<file path="config.mk">
export PLATFORM = sky130hd
export DESIGN_NAME = simon_game_ctrl_flat
export DESIGN_NICKNAME = d
export VERILOG_FILES = /design/src/rtl/simon_game_ctrl_if.sv /design/src/rtl/simon_game_ctrl.sv /design/src/flat_wrapper.sv
export SDC_FILE = /design/constraint.sdc
export NUM_CORES = 1
export LEC_CHECK = 0
export CAP_MARGIN = 20
export CORE_MARGIN = 2
export CORE_UTILIZATION = 51
export CTS_CLUSTER_DIAMETER = 80
export DETAILED_ROUTE_END_ITERATION = 12
export GPL_TIMING_DRIVEN = 0
export PLACE_DENSITY = 0.81
export RECOVER_POWER = 100
export SLEW_MARGIN = 10
export SYNTH_ARGS = -nofsm -noshare
export SYNTH_HDL_FRONTEND = slang
export SYNTH_SLANG_ARGS = --single-unit
</file>
<file path="constraint.sdc">
create_clock -name clk -period 2.8 [get_ports clk]
set_clock_uncertainty 0.05 [all_clocks]
set_input_delay 0.56 -clock clk [delete_from_list [all_inputs] [get_ports clk]]
set_output_delay 0.56 -clock clk [all_outputs]
set_load 0.005 [all_outputs]
</file>
<file path="src/rtl/simon_game_ctrl_if.sv">
`default_nettype none
// +----------------------------------------------------------------------+
// | Module   : simon_game_ctrl_if                                        |
// | Brief    : Bundle of game-control, sequence-generator, display and   |
// |            button signals around the Simon game controller.          |
// | Revision : 1.0 - initial release                                     |
// +----------------------------------------------------------------------+
interface simon_game_ctrl_if;
  logic        start;
  logic        seq_req;
  logic        seq_valid;
  logic [31:0] seq_in;
  logic        rst_display;
  logic        en_display;
  logic [31:0] seq_in_display;
  logic [3:0]  round_ctr;
  logic        complete_display;
  logic        btn_valid;
  logic [1:0]  btn_colour;
  logic        game_win;
  logic        game_over;
  logic        timeout;

  // Controller side
  modport master (
    input  start, seq_valid, seq_in, complete_display, btn_valid, btn_colour,
    output seq_req, rst_display, en_display, seq_in_display, round_ctr,
           game_win, game_over, timeout
  );

  // Peripheral side (generator, display, buttons, host)
  modport slave (
    output start, seq_valid, seq_in, complete_display, btn_valid, btn_colour,
    input  seq_req, rst_display, en_display, seq_in_display, round_ctr,
           game_win, game_over, timeout
  );
endinterface
`default_nettype wire

</file>
<file path="src/rtl/simon_game_ctrl.sv">
`default_nettype none
// +----------------------------------------------------------------------+
// | Module   : simon_game_ctrl                                           |
// | Brief    : Simon game controller. Fetches a 16-colour sequence,      |
// |            drives the display for N+1 colours per round, checks      |
// |            player presses and reports win / game over.               |
// |            Optional macro SIMON_INPUT_TIMEOUT_EN adds an inactivity  |
// |            timeout while waiting for button presses.                 |
// | Revision : 1.0 - initial release                                     |
// +----------------------------------------------------------------------+
module simon_game_ctrl #(
  parameter int MAX_ROUND      = 15,
  parameter int GAP_CYCLES     = 5_000_000,
  parameter int TIMEOUT_CYCLES = 50_000_000
) (
  input  wire logic         clk,
  input  wire logic         rst,
  simon_game_ctrl_if.master bus
);

  localparam int         c_GAP_W     = (GAP_CYCLES > 1) ? $clog2(GAP_CYCLES) : 1;
  localparam [c_GAP_W-1:0] c_GAP_LAST = c_GAP_W'(GAP_CYCLES - 1);
  localparam [3:0]       c_MAX_ROUND = 4'(MAX_ROUND);

  typedef enum logic [2:0] {
    S_IDLE     = 3'd0,
    S_LOAD     = 3'd1,
    S_DISP_RST = 3'd2,
    S_DISPLAY  = 3'd3,
    S_INPUT    = 3'd4,
    S_GAP      = 3'd5,
    S_WIN      = 3'd6,
    S_LOSE     = 3'd7
  } state_t;

  state_t             r_state, w_state_nxt;
  logic [31:0]        r_seq, w_seq_nxt;
  logic [3:0]         r_round, w_round_nxt;
  logic [3:0]         r_in_idx, w_in_idx_nxt;
  logic [c_GAP_W-1:0] r_gap_cnt, w_gap_nxt;
  logic               w_seq_req_nxt;
  logic               w_to_fire;
  logic [1:0]         w_exp_colour;

  logic r_seq_req, r_rst_disp, r_en_disp, r_win, r_over, r_timeout;

`ifdef SIMON_INPUT_TIMEOUT_EN
  localparam int          c_TO_W    = (TIMEOUT_CYCLES > 1) ? $clog2(TIMEOUT_CYCLES) : 1;
  localparam [c_TO_W-1:0] c_TO_LAST = c_TO_W'(TIMEOUT_CYCLES - 1);
  logic [c_TO_W-1:0]      r_to_cnt;

  // Inactivity counter: held at zero outside INPUT and restarted by every press
  always_ff @(posedge clk or posedge rst) begin
    if (rst)
      r_to_cnt <= '0;
    else if (r_state != S_INPUT || bus.btn_valid)
      r_to_cnt <= '0;
    else if (r_to_cnt != c_TO_LAST)
      r_to_cnt <= r_to_cnt + c_TO_W'(1);
  end

  // A press arriving in the expiry cycle wins over the timeout
  assign w_to_fire = (r_state == S_INPUT) && !bus.btn_valid && (r_to_cnt == c_TO_LAST);
`else
  logic [31:0] w_unused_timeout_cycles;
  assign w_unused_timeout_cycles = 32'(TIMEOUT_CYCLES);
  assign w_to_fire = 1'b0;
`endif

  assign w_exp_colour = r_seq[{r_in_idx, 1'b0} +: 2];

  // Next-state and datapath update decisions
  always_comb begin
    w_state_nxt   = r_state;
    w_seq_nxt     = r_seq;
    w_round_nxt   = r_round;
    w_in_idx_nxt  = r_in_idx;
    w_gap_nxt     = r_gap_cnt;
    w_seq_req_nxt = 1'b0;
    case (r_state)
      S_IDLE, S_WIN, S_LOSE: begin
        if (bus.start) begin
          w_seq_req_nxt = 1'b1;
          w_state_nxt   = S_LOAD;
        end
      end
      S_LOAD: begin
        if (bus.seq_valid) begin
          w_seq_nxt   = bus.seq_in;
          w_round_nxt = '0;
          w_state_nxt = S_DISP_RST;
        end
      end
      S_DISP_RST: w_state_nxt = S_DISPLAY;
      S_DISPLAY: begin
        if (bus.complete_display) begin
          w_in_idx_nxt = '0;
          w_state_nxt  = S_INPUT;
        end
      end
      S_INPUT: begin
        if (bus.btn_valid) begin
          if (bus.btn_colour != w_exp_colour)
            w_state_nxt = S_LOSE;
          else if (r_in_idx < r_round)
            w_in_idx_nxt = r_in_idx + 4'd1;
          else if (r_round == c_MAX_ROUND)
            w_state_nxt = S_WIN;
          else begin
            w_round_nxt = r_round + 4'd1;
            w_gap_nxt   = '0;
            w_state_nxt = S_GAP;
          end
        end else if (w_to_fire) begin
          w_state_nxt = S_LOSE;
        end
      end
      S_GAP: begin
        if (r_gap_cnt == c_GAP_LAST)
          w_state_nxt = S_DISP_RST;
        else
          w_gap_nxt = r_gap_cnt + c_GAP_W'(1);
      end
      default: w_state_nxt = S_IDLE;
    endcase
  end

  // State, datapath and registered outputs (outputs decoded from next state)
  always_ff @(posedge clk or posedge rst) begin
    if (rst) begin
      r_state    <= S_IDLE;
      r_seq      <= '0;
      r_round    <= '0;
      r_in_idx   <= '0;
      r_gap_cnt  <= '0;
      r_seq_req  <= 1'b0;
      r_rst_disp <= 1'b0;
      r_en_disp  <= 1'b0;
      r_win      <= 1'b0;
      r_over     <= 1'b0;
      r_timeout  <= 1'b0;
    end else begin
      r_state    <= w_state_nxt;
      r_seq      <= w_seq_nxt;
      r_round    <= w_round_nxt;
      r_in_idx   <= w_in_idx_nxt;
      r_gap_cnt  <= w_gap_nxt;
      r_seq_req  <= w_seq_req_nxt;
      r_rst_disp <= (w_state_nxt == S_DISP_RST);
      r_en_disp  <= (w_state_nxt == S_DISPLAY);
      r_win      <= (w_state_nxt == S_WIN);
      r_over     <= (w_state_nxt == S_LOSE);
      // Timeout flag is captured on entry to LOSE and held while there
      r_timeout  <= (w_state_nxt == S_LOSE) ?
                    ((r_state == S_LOSE) ? r_timeout : w_to_fire) : 1'b0;
    end
  end

  assign bus.seq_req        = r_seq_req;
  assign bus.rst_display    = r_rst_disp;
  assign bus.en_display     = r_en_disp;
  assign bus.seq_in_display = r_seq;
  assign bus.round_ctr      = r_round;
  assign bus.game_win       = r_win;
  assign bus.game_over      = r_over;
  assign bus.timeout        = r_timeout;

endmodule
`default_nettype wire

</file>
<file path="src/flat_wrapper.sv">
// flat-port wrapper written by rule: the top's interface ports become plain ports
module simon_game_ctrl_flat 
#(
  parameter int MAX_ROUND      = 15,
  parameter int GAP_CYCLES     = 5_000_000,
  parameter int TIMEOUT_CYCLES = 50_000_000
)
  (clk, rst, bus_start, bus_seq_valid, bus_seq_in, bus_complete_display, bus_btn_valid, bus_btn_colour, bus_seq_req, bus_rst_display, bus_en_display, bus_seq_in_display, bus_round_ctr, bus_game_win, bus_game_over, bus_timeout);
  simon_game_ctrl_if bus_i ();
  input  wire logic clk;
  input  wire logic rst;
  input wire logic [$bits(bus_i.start)-1:0] bus_start;
  input wire logic [$bits(bus_i.seq_valid)-1:0] bus_seq_valid;
  input wire logic [$bits(bus_i.seq_in)-1:0] bus_seq_in;
  input wire logic [$bits(bus_i.complete_display)-1:0] bus_complete_display;
  input wire logic [$bits(bus_i.btn_valid)-1:0] bus_btn_valid;
  input wire logic [$bits(bus_i.btn_colour)-1:0] bus_btn_colour;
  output wire logic [$bits(bus_i.seq_req)-1:0] bus_seq_req;
  output wire logic [$bits(bus_i.rst_display)-1:0] bus_rst_display;
  output wire logic [$bits(bus_i.en_display)-1:0] bus_en_display;
  output wire logic [$bits(bus_i.seq_in_display)-1:0] bus_seq_in_display;
  output wire logic [$bits(bus_i.round_ctr)-1:0] bus_round_ctr;
  output wire logic [$bits(bus_i.game_win)-1:0] bus_game_win;
  output wire logic [$bits(bus_i.game_over)-1:0] bus_game_over;
  output wire logic [$bits(bus_i.timeout)-1:0] bus_timeout;
  assign bus_i.start = bus_start;
  assign bus_i.seq_valid = bus_seq_valid;
  assign bus_i.seq_in = bus_seq_in;
  assign bus_i.complete_display = bus_complete_display;
  assign bus_i.btn_valid = bus_btn_valid;
  assign bus_i.btn_colour = bus_btn_colour;
  assign bus_seq_req = bus_i.seq_req;
  assign bus_rst_display = bus_i.rst_display;
  assign bus_en_display = bus_i.en_display;
  assign bus_seq_in_display = bus_i.seq_in_display;
  assign bus_round_ctr = bus_i.round_ctr;
  assign bus_game_win = bus_i.game_win;
  assign bus_game_over = bus_i.game_over;
  assign bus_timeout = bus_i.timeout;
  simon_game_ctrl #(.MAX_ROUND(MAX_ROUND), .GAP_CYCLES(GAP_CYCLES), .TIMEOUT_CYCLES(TIMEOUT_CYCLES)) u_core (.clk(clk), .rst(rst), .bus(bus_i));
endmodule
</file>
==> impl_metrics.ini <==
[outcome]
status = complete, no violations

[sta]
hold_viol = 0
maxSlewHeadroom_pct = 35.23
rsz0062_at_grt = false
timing.fmax_mhz = 378.7
period_needed_ns = 2.640
tightest_slew_ns = 0.9642
timing.final.crit_share_pct = 94.30
setup-violations-final = 0
slew_viol_final = 0
finalSetupTns_ns = 0

[critical_path]
critPathKind = flip-flop to flip-flop
critPathLaunchType = flip-flop
r2r_start = u_core.r_in_idx[1]
crit_path_end_kind = flip-flop
crit_required_ns = 2.97
crit_path_start = u_core.r_in_idx[1]
worstPathMaxFanout = 10
cp.arrival_ns = 2.81

[placement]
dp_hpwl_microns = 7153
numPortBuffers = 80
gp_congestion = 0.8744

[routing]
wire_per_inst_microns = 15.37
vias = 3661
drtPass1Iterations = 5
remaining_drc_errors = 0
totalWireLength_microns = 9945
drtAntennaViolNets = 0
drt-initial-drc-count = 174
vias_per_cell = 5.658

[synth]
synth_cell_types = 58
syn-num-nets = 498
avgSynthCellArea_sq_um = 8.664
syn_inst = 452
netlist_area_sq_um = 3916
ys_seq_area_share_pct = 45.37
yosysWarningCount = 0
synthFlopType = dfrtp_1
synth_edf_count = 0
async_flop_share_pct = 100.0
synth-seq-cells = 71

[global_routing]
grt_usage_pct = 24.79
antenna_found_initial = 0
grt_pass1_wl_microns = 16620
grt_overflow = 0
grt_pass1_vias = 3508
grt_max_degree = 53

[clocking]
post-cts-setup-buffers = 0
cts_tree = built
clkTransAtPathRegs_ns = 0.07
worst_skew_pair.late_latency_ns = 0.35
post_cts_resized = 0
cts-htree-levels = 3
cts.sinks = 71
cts-root-buf = clkbuf_8
max-clock-path-buffers = 2
hold_buffers = 0
numCtsBuffers = 9

[job]
maxCapViolCount = 0

[power_and_ir_drop]
cellPowerDensity_nw_per_um2 = 877.6
p_leak_nw = 2.277
power.total_mw = 4.440
ir_worst_vdd_uv = 464.6

[final_layout]
synthToLayoutAreaGrowth_pct = 29.17
final_cell_mix = nand2_1, dfrtp_1, dlygate4sd3_1
final_common_cell = nand2_1
drive_above_1_share_pct = 7.299
utilization_pct = 69.00
fin_nets = 590
diodes = 0

[die]
die_x_microns = 91.63
core_sq_um = 7331
rows = 31
pin_count = 82
die_y_microns = 91.63
die-area_sq_um = 8396
start_util_pct = 53.42

[worst_hold_path]
hp-class = flip-flop to flip-flop
min_from = u_core.r_gap_cnt[22]
-- through the flow --
step	hold WS (ns)	area (sq um)	instances	setup WS, ns
after floorplan	0.3918	3916	452	0.3720
after global placement	0.4170	4841	631	-0.7457
after detailed placement	0.4357	4871	632	0.05552
after CTS	0.4458	5035	647	0.05440
after global routing	0.4795	5059	647	0.01885
final	0.4518	5059	647	0.1596
-- where the power goes --
| group | switching, mW | total [mW] | internal (mW) |
|---|---|---|---|
| combinational | 1.00 | 1.92 | 0.914 |
| sequential | 0.387 | 1.81 | 1.42 |
| clock | 0.381 | 0.718 | 0.336 |
-- path summary, 6_finish.rpt --
path	to	slack [ns]	cells past startpoint
setup / recovery	u_core.r_gap_cnt[13]	0.16	10
hold / removal	u_core.r_gap_cnt[22]	0.45	1
setup reg to reg	u_core.r_gap_cnt[13]	0.16	10
hold reg to reg	u_core.r_gap_cnt[22]	0.45	1
max in group asynchronous	u_core.bus.seq_in_display[19]	1.24	3
min in group asynchronous	u_core.bus.round_ctr[0]	0.76	2
-- cells in the mapped netlist (4+ instances only) --
cell type	instances	share of area, %
o22ai_1	4	0.64
nor3_1	14	1.8
or3_1	4	0.64
and3_1	4	0.64
inv_1	16	1.5
a21oi_1	14	1.8
nor2_1	24	2.3
a31oi_1	18	2.9
nand4_1	6	0.96
ha_1	6	1.9
clkbuf_1	18	1.7
mux2i_1	16	4.1
nand3_1	23	2.9
nand2b_1	6	0.96
nand2_1	123	12
o21ai_0	20	2.6
mux2_2	4	1.2
dfrtp_1	71	45
-- final cells by class --
cell class	instances	area, sq um
multi-input combinational	341	1972
inverter	16	61.31
sequential	71	1777
clock inverter	4	22.52
timing repair buffer	81	828.3
fill	557	2272
clock buffer	11	141.4
tap	99	123.9
buffer	24	132.6
-- state kept, by name, summed over array words and instances (netlist names) --
register,flops
u_core.r_in_idx,4
u_core.bus.en_display,1
u_core.bus.game_win,1
u_core.bus.seq_in_display,32
u_core.r_state,3
u_core.bus.seq_req,1
u_core.r_gap_cnt,23
u_core.bus.rst_display,1
u_core.bus.round_ctr,4
u_core.bus.game_over,1
-- critical path, stage by stage, from the launching register on --
cell	delay (ns)
dfrtp_1	0.42
buf_6	0.17
buf_12	0.15
mux2i_1	0.11
mux4_2	0.48
xor2_1	0.16
nand3_2	0.15
mux2i_4	0.24
o2bb2ai_4	0.22
clkbuf_4	0.27
o211ai_1	0.09
-- logic make-up after synthesis --
logic type | share of synthesized area, %
other | 0.09575
AOI/OAI and AO/OA | 14.63
xor gates and xnor gates | 0.6710
and+or+nand+nor | 25.78
DFF | 45.37
muxes | 6.741
adders and majority gates | 1.917
buffers and inverters | 4.792
-- routing by layer --
metal	global-route usage, %	part of all wire [%]	vias to the layer above
li1	-	-	1766
met1	33.37	45	1744
met2	38.17	46	133
met3	6.163	7.2	18
met4	10.61	1.7	0
met5	0	0	-
Note: power is estimated with default switching activity, not from simulation.
